===== src/rtl/misapp_expr_sequencer.sv =====
// Pedal-misapplication sequencer: an accelerator spike arms a confirmation
// window; enough consecutive "surprised" expression frames inside that
// window raise a timed alert.
//
// state | meaning
// IDLE  | waiting for an accelerator spike; accepted frames are dropped
// ARMED | window running, counting consecutive surprised frames
// ALERT | misapp_alert asserted until hold expiry or alert_clear
module misapp_expr_sequencer #(
  parameter logic [7:0]  SURPRISE_CODE  = 8'd4,
  parameter int unsigned CONFIRM_FRAMES = 3,
  parameter int unsigned WINDOW_CYCLES  = 1000,
  parameter int unsigned HOLD_CYCLES    = 5000
) (
  input  logic       clk,
  input  logic       rst_n,
  input  logic       expr_valid,
  input  logic [7:0] expr_code,
  output logic       expr_ready,
  input  logic       accel_spike,
  input  logic       alert_clear,
  output logic       misapp_alert,
  output logic [1:0] seq_state,
  output logic [7:0] alert_count
);

  typedef enum logic [1:0] {
    S_IDLE  = 2'd0,
    S_ARMED = 2'd1,
    S_ALERT = 2'd2
  } state_t;

  localparam logic [3:0]  CONFIRM_N = 4'(CONFIRM_FRAMES);
  localparam logic [15:0] WIN_LOAD  = 16'(WINDOW_CYCLES - 1);
  localparam logic [15:0] HOLD_LOAD = 16'(HOLD_CYCLES - 1);

  state_t      state_q, state_d;
  logic [3:0]  surp_q, surp_d;
  logic [15:0] win_q, win_d;
  logic [15:0] hold_q, hold_d;
  logic [7:0]  cnt_q, cnt_d;
  logic        alert_q;

  logic        accept;
  logic        surprised;
  logic [3:0]  surp_inc;
  logic [3:0]  surp_next;
  logic        confirm;

  assign expr_ready   = (state_q != S_ALERT);
  assign seq_state    = state_q;
  assign misapp_alert = alert_q;
  assign alert_count  = cnt_q;

  // Frame acceptance and the streak value an accepted frame would produce.
  always_comb begin
    accept    = expr_valid & expr_ready;
    surprised = accept && (expr_code == SURPRISE_CODE);
    surp_inc  = (surp_q == 4'hF) ? surp_q : surp_q + 4'd1;
    surp_next = surp_q;
    if (surprised) begin
      surp_next = surp_inc;
    end else if (accept) begin
      surp_next = 4'd0;
    end
    confirm = (state_q == S_ARMED) && surprised && (surp_inc == CONFIRM_N);
  end

  // Next-state and counter updates; confirmation has priority over a spike
  // reload, which has priority over window expiry.
  always_comb begin
    state_d = state_q;
    surp_d  = surp_q;
    win_d   = win_q;
    hold_d  = hold_q;
    cnt_d   = cnt_q;
    case (state_q)
      S_IDLE: begin
        if (accel_spike) begin
          state_d = S_ARMED;
          win_d   = WIN_LOAD;
          surp_d  = 4'd0;
        end
      end
      S_ARMED: begin
        if (confirm) begin
          state_d = S_ALERT;
          hold_d  = HOLD_LOAD;
          surp_d  = 4'd0;
          win_d   = 16'd0;
          if (cnt_q != 8'hFF) begin
            cnt_d = cnt_q + 8'd1;
          end
        end else if (accel_spike) begin
          win_d  = WIN_LOAD;
          surp_d = surp_next;
        end else if (win_q == 16'd0) begin
          state_d = S_IDLE;
          surp_d  = 4'd0;
        end else begin
          win_d  = win_q - 16'd1;
          surp_d = surp_next;
        end
      end
      S_ALERT: begin
        surp_d = 4'd0;
        if (alert_clear || (hold_q == 16'd0)) begin
          state_d = S_IDLE;
          hold_d  = 16'd0;
        end else begin
          hold_d = hold_q - 16'd1;
        end
      end
      default: begin
        state_d = S_IDLE;
        surp_d  = 4'd0;
        win_d   = 16'd0;
        hold_d  = 16'd0;
      end
    endcase
  end

  // State, counters and the registered alert output.
  always_ff @(posedge clk or negedge rst_n) begin
    if (!rst_n) begin
      state_q <= S_IDLE;
      surp_q  <= 4'd0;
      win_q   <= 16'd0;
      hold_q  <= 16'd0;
      cnt_q   <= 8'd0;
      alert_q <= 1'b0;
    end else begin
      state_q <= state_d;
      surp_q  <= surp_d;
      win_q   <= win_d;
      hold_q  <= hold_d;
      cnt_q   <= cnt_d;
      alert_q <= (state_d == S_ALERT);
    end
  end

endmodule


===== config.mk =====
export PLATFORM = sky130hd
export DESIGN_NAME = misapp_expr_sequencer
export DESIGN_NICKNAME = d
export VERILOG_FILES = /design/src/rtl/misapp_expr_sequencer.sv
export SDC_FILE = /design/constraint.sdc
export NUM_CORES = 1
export LEC_CHECK = 0
export ABC_AREA = 0
export BUFFER_PORTS_ARGS = -buffer_cell sky130_fd_sc_hd__buf_2
export CAP_MARGIN = 20
export CORE_ASPECT_RATIO = 0.8
export CORE_MARGIN = 2
export CORE_UTILIZATION = 30
export DETAILED_ROUTE_END_ITERATION = 12
export HOLD_SLACK_MARGIN = 0.06
export PLACE_DENSITY = 0.49
export SYNTH_ARGS = -nofsm -noshare
export SYNTH_HDL_FRONTEND = slang
export SYNTH_SLANG_ARGS = --single-unit

===== constraint.sdc =====
create_clock -name clk -period 5.5 [get_ports clk]
set_clock_uncertainty 0.2 [all_clocks]
set_input_delay 0 -clock clk [delete_from_list [all_inputs] [get_ports clk]]
set_output_delay 0 -clock clk [all_outputs]
set_load 0.01 [all_outputs]

==> impl_results.md, run 1 <==
- Worst ir drop on vdd: 0.152 mV
- Crit-path cells: inv_1, ha_1, nand4bb_1, or2_2, or4_2, dlygate4sd3_1, a2111oi_2
- WL/cell: 15.6 um
- Worst setup startpoint: seq_state[1]
- Critical path fanouts, max: 10
- Number of synthesized flops with an enable pin: 0
- Hold-fix buffers, CTS: 7
- Clock Path Buffers: 2
- Antenna cells: 0
- Die area: 0.0107 mm^2
- Post-CTS Setup Inserts: 0
- Sequential area share after synthesis: 39.7%
- Critical path's top delay family: simple AND/OR/NAND/NOR gates
- Final-report setup violation count: 0
- Post-DRT Antenna Nets: 0
- Final Max Slew Viols: 0
- Unique masters post-synth: 69
- Clk pwr share: 27.0%
- Synth Area in Adders: 3.80%
- Fmax: 0.292 GHz
- Layout Nets: 377
- Mapped Cells: 323
- Vias post-DR: 2681
- Post-synthesis compound-gate area fraction: 24.1%
- Detailed placement HPWL: 5.39 mm
- Initial antenna violation count: 0
- Largest family of logic cells by synthesized area: simple AND/OR/NAND/NOR gates
- Placed insts: 460
- Synth-to-Final Area Change: 16.5%
- Final Hold Vio Count: 0
- GRT overflow: 0
- DIE WIDTH: 115 um
- Share of post-route cells with drive strength above 1: 14.9%
- Seq pwr share: 35.5%
- GRT Overall Usage: 14.8%
- Pin count of the biggest net entering global routing: 48
- Top Usage Layer GRT: met1
- Internal power: 0.808 mW
- Class of the most critical setup path: register to register
- CTS Buf Count: 5
- Via density: 5.64
- Area contributors post-synth: dfrtp_1, a21oi_1, ha_1, o21ai_0, nor2_1
- Met1 Use GR: 23.3%
- Core box area: 0.00961 mm^2
- Global-route wire length before repair: 12.8 mm
- Pwr/cell area: 384 mW/mm^2
- Switching portion of total power: 39.1%
- Skew-Pair Late Insertion Delay: 0.29 ns
- M3 GR Usage: 2.55%
- CTS clk-pin slew, worst paths: 0.07 ns
- Final period util: 62.2%
- 1st-pass router iterations: 4
- Slowest-stage cell, CP: dlygate4sd3_1
- Hold/Removal Path Class: primary input to register
- Netlist Area Pre-Place: 0.00296 mm^2
- Vias in the first global route: 2509
- Net Switching: 0.518 mW
- Status: completed
- Worst-Margin Slew: 0.731 ns
- Slowest stage delay, CP: 0.61 ns
- Syn_nets: 345
- CP Depth: 7
- R2r startpoint: seq_state[1]
- R2r setup slk: 2.08 ns
- # IOs: 25
- Layout Cells excl Fill: 475
- R2R depth: 7
- Simple-gate share of the synthesized area: 24.9%
- CP startpoint kind: register
- Die span in y: 92.9 um
- RSZ-0062 raised after global routing: false
- Comb pwr share: 37.5%
- Synth Area in XOR/XNOR: 2.36%
- Starting density of the core: 30.8%
- GP Congestion: 0.808
- M2 GR Usage: 20.7%
- Crit. End Element: register
- Register bit total from synthesis: 47
- Critical R2R Capture: misapp_alert
- Setup crit end: misapp_alert
- Worst Path Buf+Inv: 2
- Max-Cap Viols: 0
- Req. time, crit path: 5.46 ns
- CTS H-tree lvls: 2
- Clock Tree Root: clkbuf_16
- CTS tree: built
- Clk sinks: 47
- Mux contribution to synthesized area: 1.44%
- Most common flop cell mapped by yosys: dfrtp_1
- CP arrival: 3.38 ns
- Async SR Flop Fraction: 100%
- Drt initial violations: 171
- Syn. warnings: 0
- Post-cts sizing count: 0
- Post-route minimum period: 3.42 ns
- Port bufs: 24
- Area leader, netlist: dfrtp_1
- Rows: 32
- Setup_tns: 0 ns
- Top cell type's share of synthesized area: 39.7%
- Final Power: 1.33 mW
- Synthesized area per cell: 9.18 um^2
- DRC: 0
- Lkg Pwr: 1.48 nW
- Rel. slew slack: 51.0%
- Detailed Route WL: 7.43 mm
==> how the worst min path moves through the flow <==
stage,start,to,slack [ns],cells after the start
floorplan,rst_n,alert_count[0],-0.50,0
global placement,rst_n,surp_q[2],-0.04,2
detailed placement,rst_n,surp_q[0],-0.05,2
CTS,expr_code[7],surp_q[1],0.11,5
global route,expr_code[7],surp_q[1],0.14,5
finish,expr_code[7],surp_q[1],0.11,5
==> placed cells by master, fill, tap and decap left out, types with 4 or more instances in the layout <==
| cell type | netlist | routed |
|---|---|---|
| a21oi_1 | 25 | 25 |
| a211oi_1 | 5 | 5 |
| a221o_1 | 4 | 4 |
| nor2_1 | 24 | 24 |
| o22ai_1 | 5 | 5 |
| o21ai_0 | 19 | 19 |
| a31oi_1 | 7 | 7 |
| nand3_1 | 9 | 9 |
| or3_1 | 9 | 9 |
| or4_1 | 5 | 5 |
| ha_1 | 9 | 9 |
| nor3_1 | 12 | 12 |
| inv_1 | 19 | 19 |
| and3_1 | 5 | 5 |
| clkbuf_16 | 0 | 5 |
| nand4_1 | 6 | 6 |
| dfrtp_1 | 47 | 47 |
| nor4_1 | 10 | 10 |
| dlygate4sd3_1 | 0 | 7 |
| buf_2 | 1 | 24 |
| xnor2_1 | 5 | 5 |
| nand2_1 | 19 | 19 |
| nand2b_1 | 5 | 5 |
==> cells in the mapped netlist, types with 3 or more instances <==
master,n
or4_1,5
nor4_1,10
and3_1,5
o22ai_1,5
a22o_1,3
nand2b_1,5
nand4_1,6
a21oi_1,25
o21ai_0,19
a221o_1,4
xor2_1,3
o2bb2ai_1,3
o311a_1,3
nor3_1,12
a31oi_1,7
xnor2_1,5
or3_1,9
o31ai_1,3
nand3_1,9
a211oi_1,5
dfrtp_1,47
clkbuf_1,6
ha_1,9
inv_1,19
nor2_1,24
nand2_1,19
==> layer usage <==
metal  up-vias  routed length, um
met5         -                  0
met4         0                 89
met3        10                430
met2        97               3110
met1      1267               3800
li1       1307                  -
==> cell type report <==
| cell class | instances | area [um^2] |
|---|---|---|
| clock buffers | 6 | 139 |
| inverters | 19 | 71.3 |
| flip-flops and latches | 47 | 1180 |
| multi-input cells | 249 | 1680 |
| well taps | 119 | 149 |
| repair buffers | 33 | 205 |
| clock inverters | 2 | 35.0 |
| fillers | 988 | 6160 |
==> worst min-delay path, cell delays in order <==
cell and delay [ns]:
buf_2 0.08, or4_4 0.12, nor3_2 0.08, a32oi_1 0.19, o21ai_0 0.10
==> registers in the layout, summed over array words and instances, names as in the netlist <==
register      cells
hold_q           16
win_q            16
alert_count       8
surp_q            4
seq_state         2
misapp_alert      1
==> power groups by stage <==
stage               Sequential, mW  Clock, mW  Combinational, mW
floorplan                    0.454          0              0.368
global placement             0.473          0              0.493
detailed placement           0.472          0              0.486
CTS                          0.466      0.368              0.492
global route                 0.480      0.381              0.563
finish                       0.471      0.358              0.497
==> metrics by stage <==
stage | setup WS (ns) | util (%) | hold WS [ns] | cell area (um^2)
2_1_floorplan | 2.88 | - | -0.496 | 2960
3_3_place_gp | 2.60 | 33.4 | -0.0427 | 3210
5_1_grt | 1.90 | 35.9 | 0.144 | 3450
3_5_place_dp | 2.61 | 33.4 | -0.0455 | 3210
4_1_cts | 2.05 | 35.9 | 0.112 | 3450
6_report | 2.08 | 35.9 | 0.111 | 3450
==> cells by family after synthesis <==
logic type / after synthesis
AO/OA/AOI/OAI: 100
XOR/XNOR: 8
adder cells (fa/ha/maj): 9
buffers and inverters: 27
flip-flops: 47
multiplexers: 4
AND/OR/NAND/NOR: 128
(Power assumes the default switching activity.)
==> run 2, diff against run 1 <==
Clock period 5.5 ns to 3.3 ns, I/O delays scaled along.
==> run 2 against run 1 <==
Net effect:
- design area increased by 1.5%
- register-to-register slack got worse by 1.9 ns
- first-iteration DRC count decreased by 12%
- flip-flop and latch count unchanged
- highest routed layer unchanged
- cell count increased by 1.9%
- wire length increased by 6.1%
- global-route usage increased by 0.62 points
- clock-buffer cell count decreased by 1
- sequential share of layout area decreased by 0.50 points
- power increased by 62%
==> impl_results.md, run 2 (same netlist as run 1, synthesis figures left out) <==
- Status: completed
- CP arrival: 3.17 ns (-0.21 ns)
- Most Frequent Cell on Critical Path: dlygate4sd3_1
- Slowest-stage cell, CP: or4_2
- Register area: 0.00118 mm^2 (unchanged)
- WL/cell: 16.3 um (+4.1%)
- Final Hold Vio Count: 0 (unchanged)
- Multi-input gate area: 0.00168 mm^2 (+0.15%)
- Port bufs: 24 (unchanged)
- Die span in y: 92.9 um (unchanged)
- CTS clk-pin slew, worst paths: 0.07 ns (about the same)
- Routed wl met3: 332 um (-23%)
- Rows: 32 (unchanged)
- Placed insts: 465 (+1.1%)
- Post-route minimum period: 3.15 ns
- Final period util: 95.4%
- Pwr/cell area: 614 mW/mm^2 (+60%)
- Most frequent cells in the layout: dfrtp_1, a21oi_1, nor2_1, buf_2
- Via density: 5.59 (-0.91%)
- Final Max Slew Viols: 0 (unchanged)
- Max-Cap Viols: 0 (unchanged)
- Clk sinks: 47 (unchanged)
- Hold_ws: 0.144 ns (+0.0328 ns)
- # IOs: 25 (unchanged)
- Class of the most critical setup path: primary input to register
- Req. time, crit path: 3.32 ns (-2.14 ns)
- Synth-to-Final Area Change: 18.2%
- Met2 routed WL: 3.29 mm (+5.7%)
- Internal power: 1.27 mW (+57%)
- Final Power: 2.15 mW (+62%)
- Critical path fanouts, max: 3 (-7)
- Clock Path Buffers: 2 (unchanged)
- Skew-Pair Late Insertion Delay: 0.29 ns (about the same)
- Worst-Margin Slew: 0.847 ns (+0.116 ns)
- Crit-path cells: dlygate4sd3_1, buf_2, or4b_4, dlygate4sd3_1, or4_2, a21oi_1, dlygate4sd3_1
- Detailed placement HPWL: 5.78 mm (+7.2%)
- Seq pwr share: 36.2% (+0.7 points)
- Switching portion of total power: 40.9% (+1.8 points)
- Fill count: 970 (-1.8%)
- Worst ir drop on vdd: 0.301 mV (+98%)
- R2r startpoint: seq_state[1]
- Worst Path Buf+Inv: 4 (+2)
- Pin count of the biggest net entering global routing: 26 (-46%)
- Comb pwr share: 39.9% (+2.4 points)
- CP startpoint kind: primary input
- Setup_tns: 0 ns (unchanged)
- GRT overflow: 0 (unchanged)
- Final-report setup violation count: 0 (unchanged)
- Net Switching: 0.879 mW (+70%)
- R2r setup slk: 0.22 ns (-1.86 ns)
- Post-DRT Antenna Nets: 0 (unchanged)
- Detailed Route WL: 7.89 mm (+6.1%)
- Core box area: 0.00961 mm^2 (unchanged)
- Met1 wire length: 4.19 mm (+10%)
- Die area: 0.0107 mm^2 (unchanged)
- Starting density of the core: 30.8% (unchanged)
- Antenna cells: 0 (unchanged)
- Global-route wire length before repair: 13.2 mm (+3.6%)
- Clk pwr share: 23.9% (-3.1 points)
- DIE WIDTH: 115 um (unchanged)
- GP Congestion: 0.886 (+9.6%)
- Critical path's top delay family: buffers and inverters
- Fmax: 0.318 GHz
- GRT Overall Usage: 15.4% (+0.62 points)
- Crit. End Element: register
- DR top layer: met4
- Layout Nets: 386 (+2.4%)
- DRC: 0 (unchanged)
- RSZ-0062 raised after global routing: false
- Post-route cell area: 0.00350 mm^2 (+1.5%)
- Vias in the first global route: 2623 (+4.5%)
- Most common cell after layout, fill and taps aside: dfrtp_1
- Initial antenna violation count: 0 (unchanged)
- Slowest stage delay, CP: 0.71 ns (+0.10 ns)
- Clock Tree Root: clkbuf_16
- Layout Cells excl Fill: 484 (+1.9%)
- Area post-placement: 0.00325 mm^2 (+1.2%)
- Worst setup startpoint: expr_code[5]
- Worst hold path startpoint: expr_code[4]
- Drt initial violations: 150 (-12%)
- 1st-pass router iterations: 5 (+1)
- Lkg Pwr: 1.50 nW (+1.7%)
- Share of post-route cells with drive strength above 1: 16.2% (+1.3 points)
- Hold/Removal Path Class: primary input to register
- CTS H-tree lvls: 2 (unchanged)
- Vias post-DR: 2707 (+0.97%)
- Rel. slew slack: 43.2% (-7.8 points)
- CTS Buf Count: 5 (unchanged)
- CTS tree: built
run 2: cell count changes in the layout (fill, tap and decap cells not counted):
cell,before,now
buf_4,2,7
dlygate4sd3_1,7,11
clkinvlp_4,0,2
bufinv_16,1,0
clkbuf_8,1,0
ha_1,9,8
ha_2,0,1
run 2: tightest hold or removal path, cell delays in order:
cell and delay [ns]:
buf_2 0.07, or4_4 0.12, nor3_2 0.08, a32oi_1 0.20, o21ai_0 0.11
run 2: path summary, 6_finish.rpt:
path | depth (start not counted) | end
min reg2reg | 1 | alert_count[4]
min | 5 | surp_q[1]
max | 7 | seq_state[1]
min in group asynchronous | 3 | hold_q[2]
max in group asynchronous | 4 | surp_q[3]
max reg2reg | 7 | seq_state[1]
run 2: area by class of cell:
| cell class | count | area share [%] |
|---|---|---|
| clock buffer | 5 | 3.57 |
| timing repair buffer | 42 | 8.07 |
| tap | 119 | 4.25 |
| clock inverter | 3 | 0.571 |
| inverter | 19 | 2.03 |
| sequential | 47 | 33.6 |
| multi-input combinational | 249 | 47.9 |
run 2: repair_timing:
action	4_1_cts	5_1_grt
gates resized for setup	0	1
hold endpoints to repair	45	0
hold buffers	11	0
setup buffers	0	0
setup endpoints to repair	0	1
run 2: routing by layer:
layer / track usage (%) / vias up
met5: 0 / -
met4: 4.22 / 0
met3: 2.68 / 8
met2: 21.7 / 66
met1: 23.9 / 1309
li1: - / 1324
run 2: per-stage QoR:
step           setup WS, ns  util (%)
2_1_floorplan         0.680         -
3_3_place_gp          0.478      33.8
3_5_place_dp          0.506      33.8
4_1_cts               0.129      36.4
5_1_grt              0.0341      36.5
6_report              0.152      36.5
run 2: power groups by stage:
stage | clock network, mW | logic [mW] | registers [mW]
after CTS | 0.521 | 0.854 | 0.776
after floorplan | 0 | 0.614 | 0.757
after detailed placement | 0 | 0.842 | 0.787
final | 0.514 | 0.859 | 0.778
after global placement | 0 | 0.843 | 0.784
after global routing | 0.556 | 0.966 | 0.792
==> run 3, diff against run 2 <==
Clock period 3.3 ns to 3.8 ns, I/O delays scaled along.
==> run 3 against run 2 <==
Net effect:
- power down 15%
- clock-buffer cell count rose by 1
- cell count fell by 1.9%
- via count down 1.8%
- critical path type is now register to register
- largest cell class unchanged
- largest power group unchanged
==> impl_results.md, run 3 (same netlist as run 1, synthesis figures left out) <==
- Slowest-stage cell, CP: dlygate4sd3_1
- Vias in the first global route: 2591 (-1.2%)
- Comb pwr share: 38.9% (-1.0 points)
- Die area: 0.0107 mm^2 (unchanged)
- Pin count of the biggest net entering global routing: 48 (+85%)
- Detailed placement HPWL: 5.56 mm (-3.9%)
- DRC: 0 (unchanged)
- Class of the most critical setup path: register to register
- Routed wl met3: 328 um (-1.2%)
- Internal power: 1.10 mW (-13%)
- Detailed Route WL: 7.63 mm (-3.3%)
- Clk sinks: 47 (unchanged)
- CTS tree: built
- Synth-to-Final Area Change: 15.7%
- Hold_ws: 0.0974 ns (-0.0466 ns)
- Post-route minimum period: 3.41 ns
- Post-route cell area: 0.00343 mm^2 (-2.1%)
- Most common cell after layout, fill and taps aside: dfrtp_1
- CTS clk-pin slew, worst paths: 0.06 ns (about the same)
- # IOs: 25 (unchanged)
- RSZ-0062 raised after global routing: false
- Drt initial violations: 129 (-14%)
- Vias post-DR: 2657 (-1.8%)
- Switching portion of total power: 40.0% (-0.91 points)
- Max-Cap Viols: 0 (unchanged)
- Initial antenna violation count: 0 (unchanged)
- Die span in y: 92.9 um (unchanged)
- Global-route wire length before repair: 13.0 mm (-1.9%)
- Setup_tns: 0 ns (unchanged)
- Final Max Slew Viols: 0 (unchanged)
- CTS Buf Count: 5 (unchanged)
- Status: completed
- GRT Overall Usage: 15.2% (-0.26 points)
- Layout Nets: 378 (-2.1%)
- Most frequent cells in the layout: dfrtp_1, a21oi_1, nor2_1, buf_2
- Slowest stage delay, CP: 0.61 ns (-0.10 ns)
- Req. time, crit path: 3.76 ns (+0.44 ns)
- Port bufs: 24 (unchanged)
- CP arrival: 3.37 ns (+0.20 ns)
- Final Hold Vio Count: 0 (unchanged)
- DR top layer: met4
- GP Congestion: 0.814 (-8.1%)
- Final Power: 1.84 mW (-15%)
- Pre-CTS setup slack: 0.907 ns (+0.401 ns)
- Final-report setup violation count: 0 (unchanged)
- Core box area: 0.00961 mm^2 (unchanged)
- Pwr/cell area: 535 mW/mm^2 (-13%)
- Crit-path cells: inv_1, ha_1, nand4bb_1, or2_2, or4_2, dlygate4sd3_1, a2111oi_2
- Clock Tree Root: clkbuf_16
- Area post-placement: 0.00322 mm^2 (-0.92%)
- Fin worst setup slack: 0.391 ns (+0.239 ns)
- Rel. slew slack: 47.8% (+4.7 points)
- Worst ir drop on vdd: 0.278 mV (-7.8%)
- CP startpoint kind: register
- Seq pwr share: 37.1% (+0.9 points)
- DIE WIDTH: 115 um (unchanged)
- Share of post-route cells with drive strength above 1: 14.9% (-1.3 points)
- Post-DRT Antenna Nets: 0 (unchanged)
- Post-CTS Setup Inserts: 0 (unchanged)
- 1st-pass router iterations: 4 (-1)
- Rows: 32 (unchanged)
- Lkg Pwr: 1.47 nW (-2.2%)
- Crit. End Element: register
- CTS H-tree lvls: 2 (unchanged)
- Fmax: 0.293 GHz
- Final period util: 89.7%
- Clock Path Buffers: 2 (unchanged)
- Net Switching: 0.734 mW (-17%)
- Skew-Pair Late Insertion Delay: 0.28 ns (about the same)
- Via density: 5.59 (about the same)
- Critical path fanouts, max: 10 (+7)
- Met1 wire length: 4.04 mm (-3.5%)
- Starting density of the core: 30.8% (unchanged)
- GRT overflow: 0 (unchanged)
- Worst-Margin Slew: 0.778 ns (-0.0697 ns)
- WL/cell: 16.1 um (-1.5%)
- Met2 routed WL: 3.21 mm (-2.3%)
- Clk pwr share: 24.0% (about the same)
- Antenna cells: 0 (unchanged)
- Hold/Removal Path Class: primary input to register
[run 3: final cells by class]
| cell class | instances | area (um^2) |
|---|---|---|
| flip-flops and latches | 47 | 1180 |
| inverters | 19 | 71.3 |
| multi-input cells | 249 | 1680 |
| fillers | 1016 | 6180 |
| clock buffers | 6 | 139 |
| well taps | 119 | 149 |
| repair buffers | 34 | 213 |
| clock inverters | 1 | 5.00 |
[run 3: layer usage]
layer / vias up / global-route usage (%)
met1: 1285 / 23.9
met4: 0 / 3.11
met3: 4 / 2.36
li1: 1310 / -
met5: - / 0
met2: 58 / 21.7
[run 3: critical path: cells and delay by family (launching register included)]
| family | cells | cell delay, ns |
|---|---|---|
| buffers and inverters | 2 | 0.71 |
| flip-flops | 1 | 0.44 |
| adder cells (fa/ha/maj) | 1 | 0.42 |
| AO/OA/AOI/OAI | 1 | 0.33 |
| AND/OR/NAND/NOR | 3 | 1.18 |
[run 3: path summary, 6_finish.rpt]
| kind | from | to | slack (ns) | cells after the start |
|---|---|---|---|---|
| min in group asynchronous | rst_n | surp_q[0] | 0.14 | 3 |
| max | seq_state[1] | misapp_alert | 0.39 | 7 |
| min reg2reg | alert_count[4] | alert_count[4] | 0.30 | 1 |
| min | expr_code[5] | surp_q[1] | 0.1 | 5 |
| max in group asynchronous | rst_n | seq_state[0] | 2.81 | 3 |
| max reg2reg | seq_state[1] | misapp_alert | 0.39 | 7 |
[run 3: per-stage QoR]
stage | instances | utilization, %
after detailed placement | 461 | 33.5
after CTS | 475 | 35.7
after global placement | 461 | 33.5
final | 475 | 35.7
after floorplan | 323 | -
after global routing | 475 | 35.7
[run 3: repair_timing]
action,CTS,global route
endpoints found under the setup margin,0,0
gates resized for setup,0,0
hold buffers,7,0
endpoints found under the hold margin,56,0
[run 3: power by group through the flow]
stage / clock [mW] / combinational [mW] / sequential, mW
CTS: 0.455 / 0.714 / 0.677
detailed placement: 0 / 0.703 / 0.686
floorplan: 0 / 0.533 / 0.657
global route: 0.472 / 0.819 / 0.698
global placement: 0 / 0.717 / 0.685
finish: 0.441 / 0.714 / 0.681
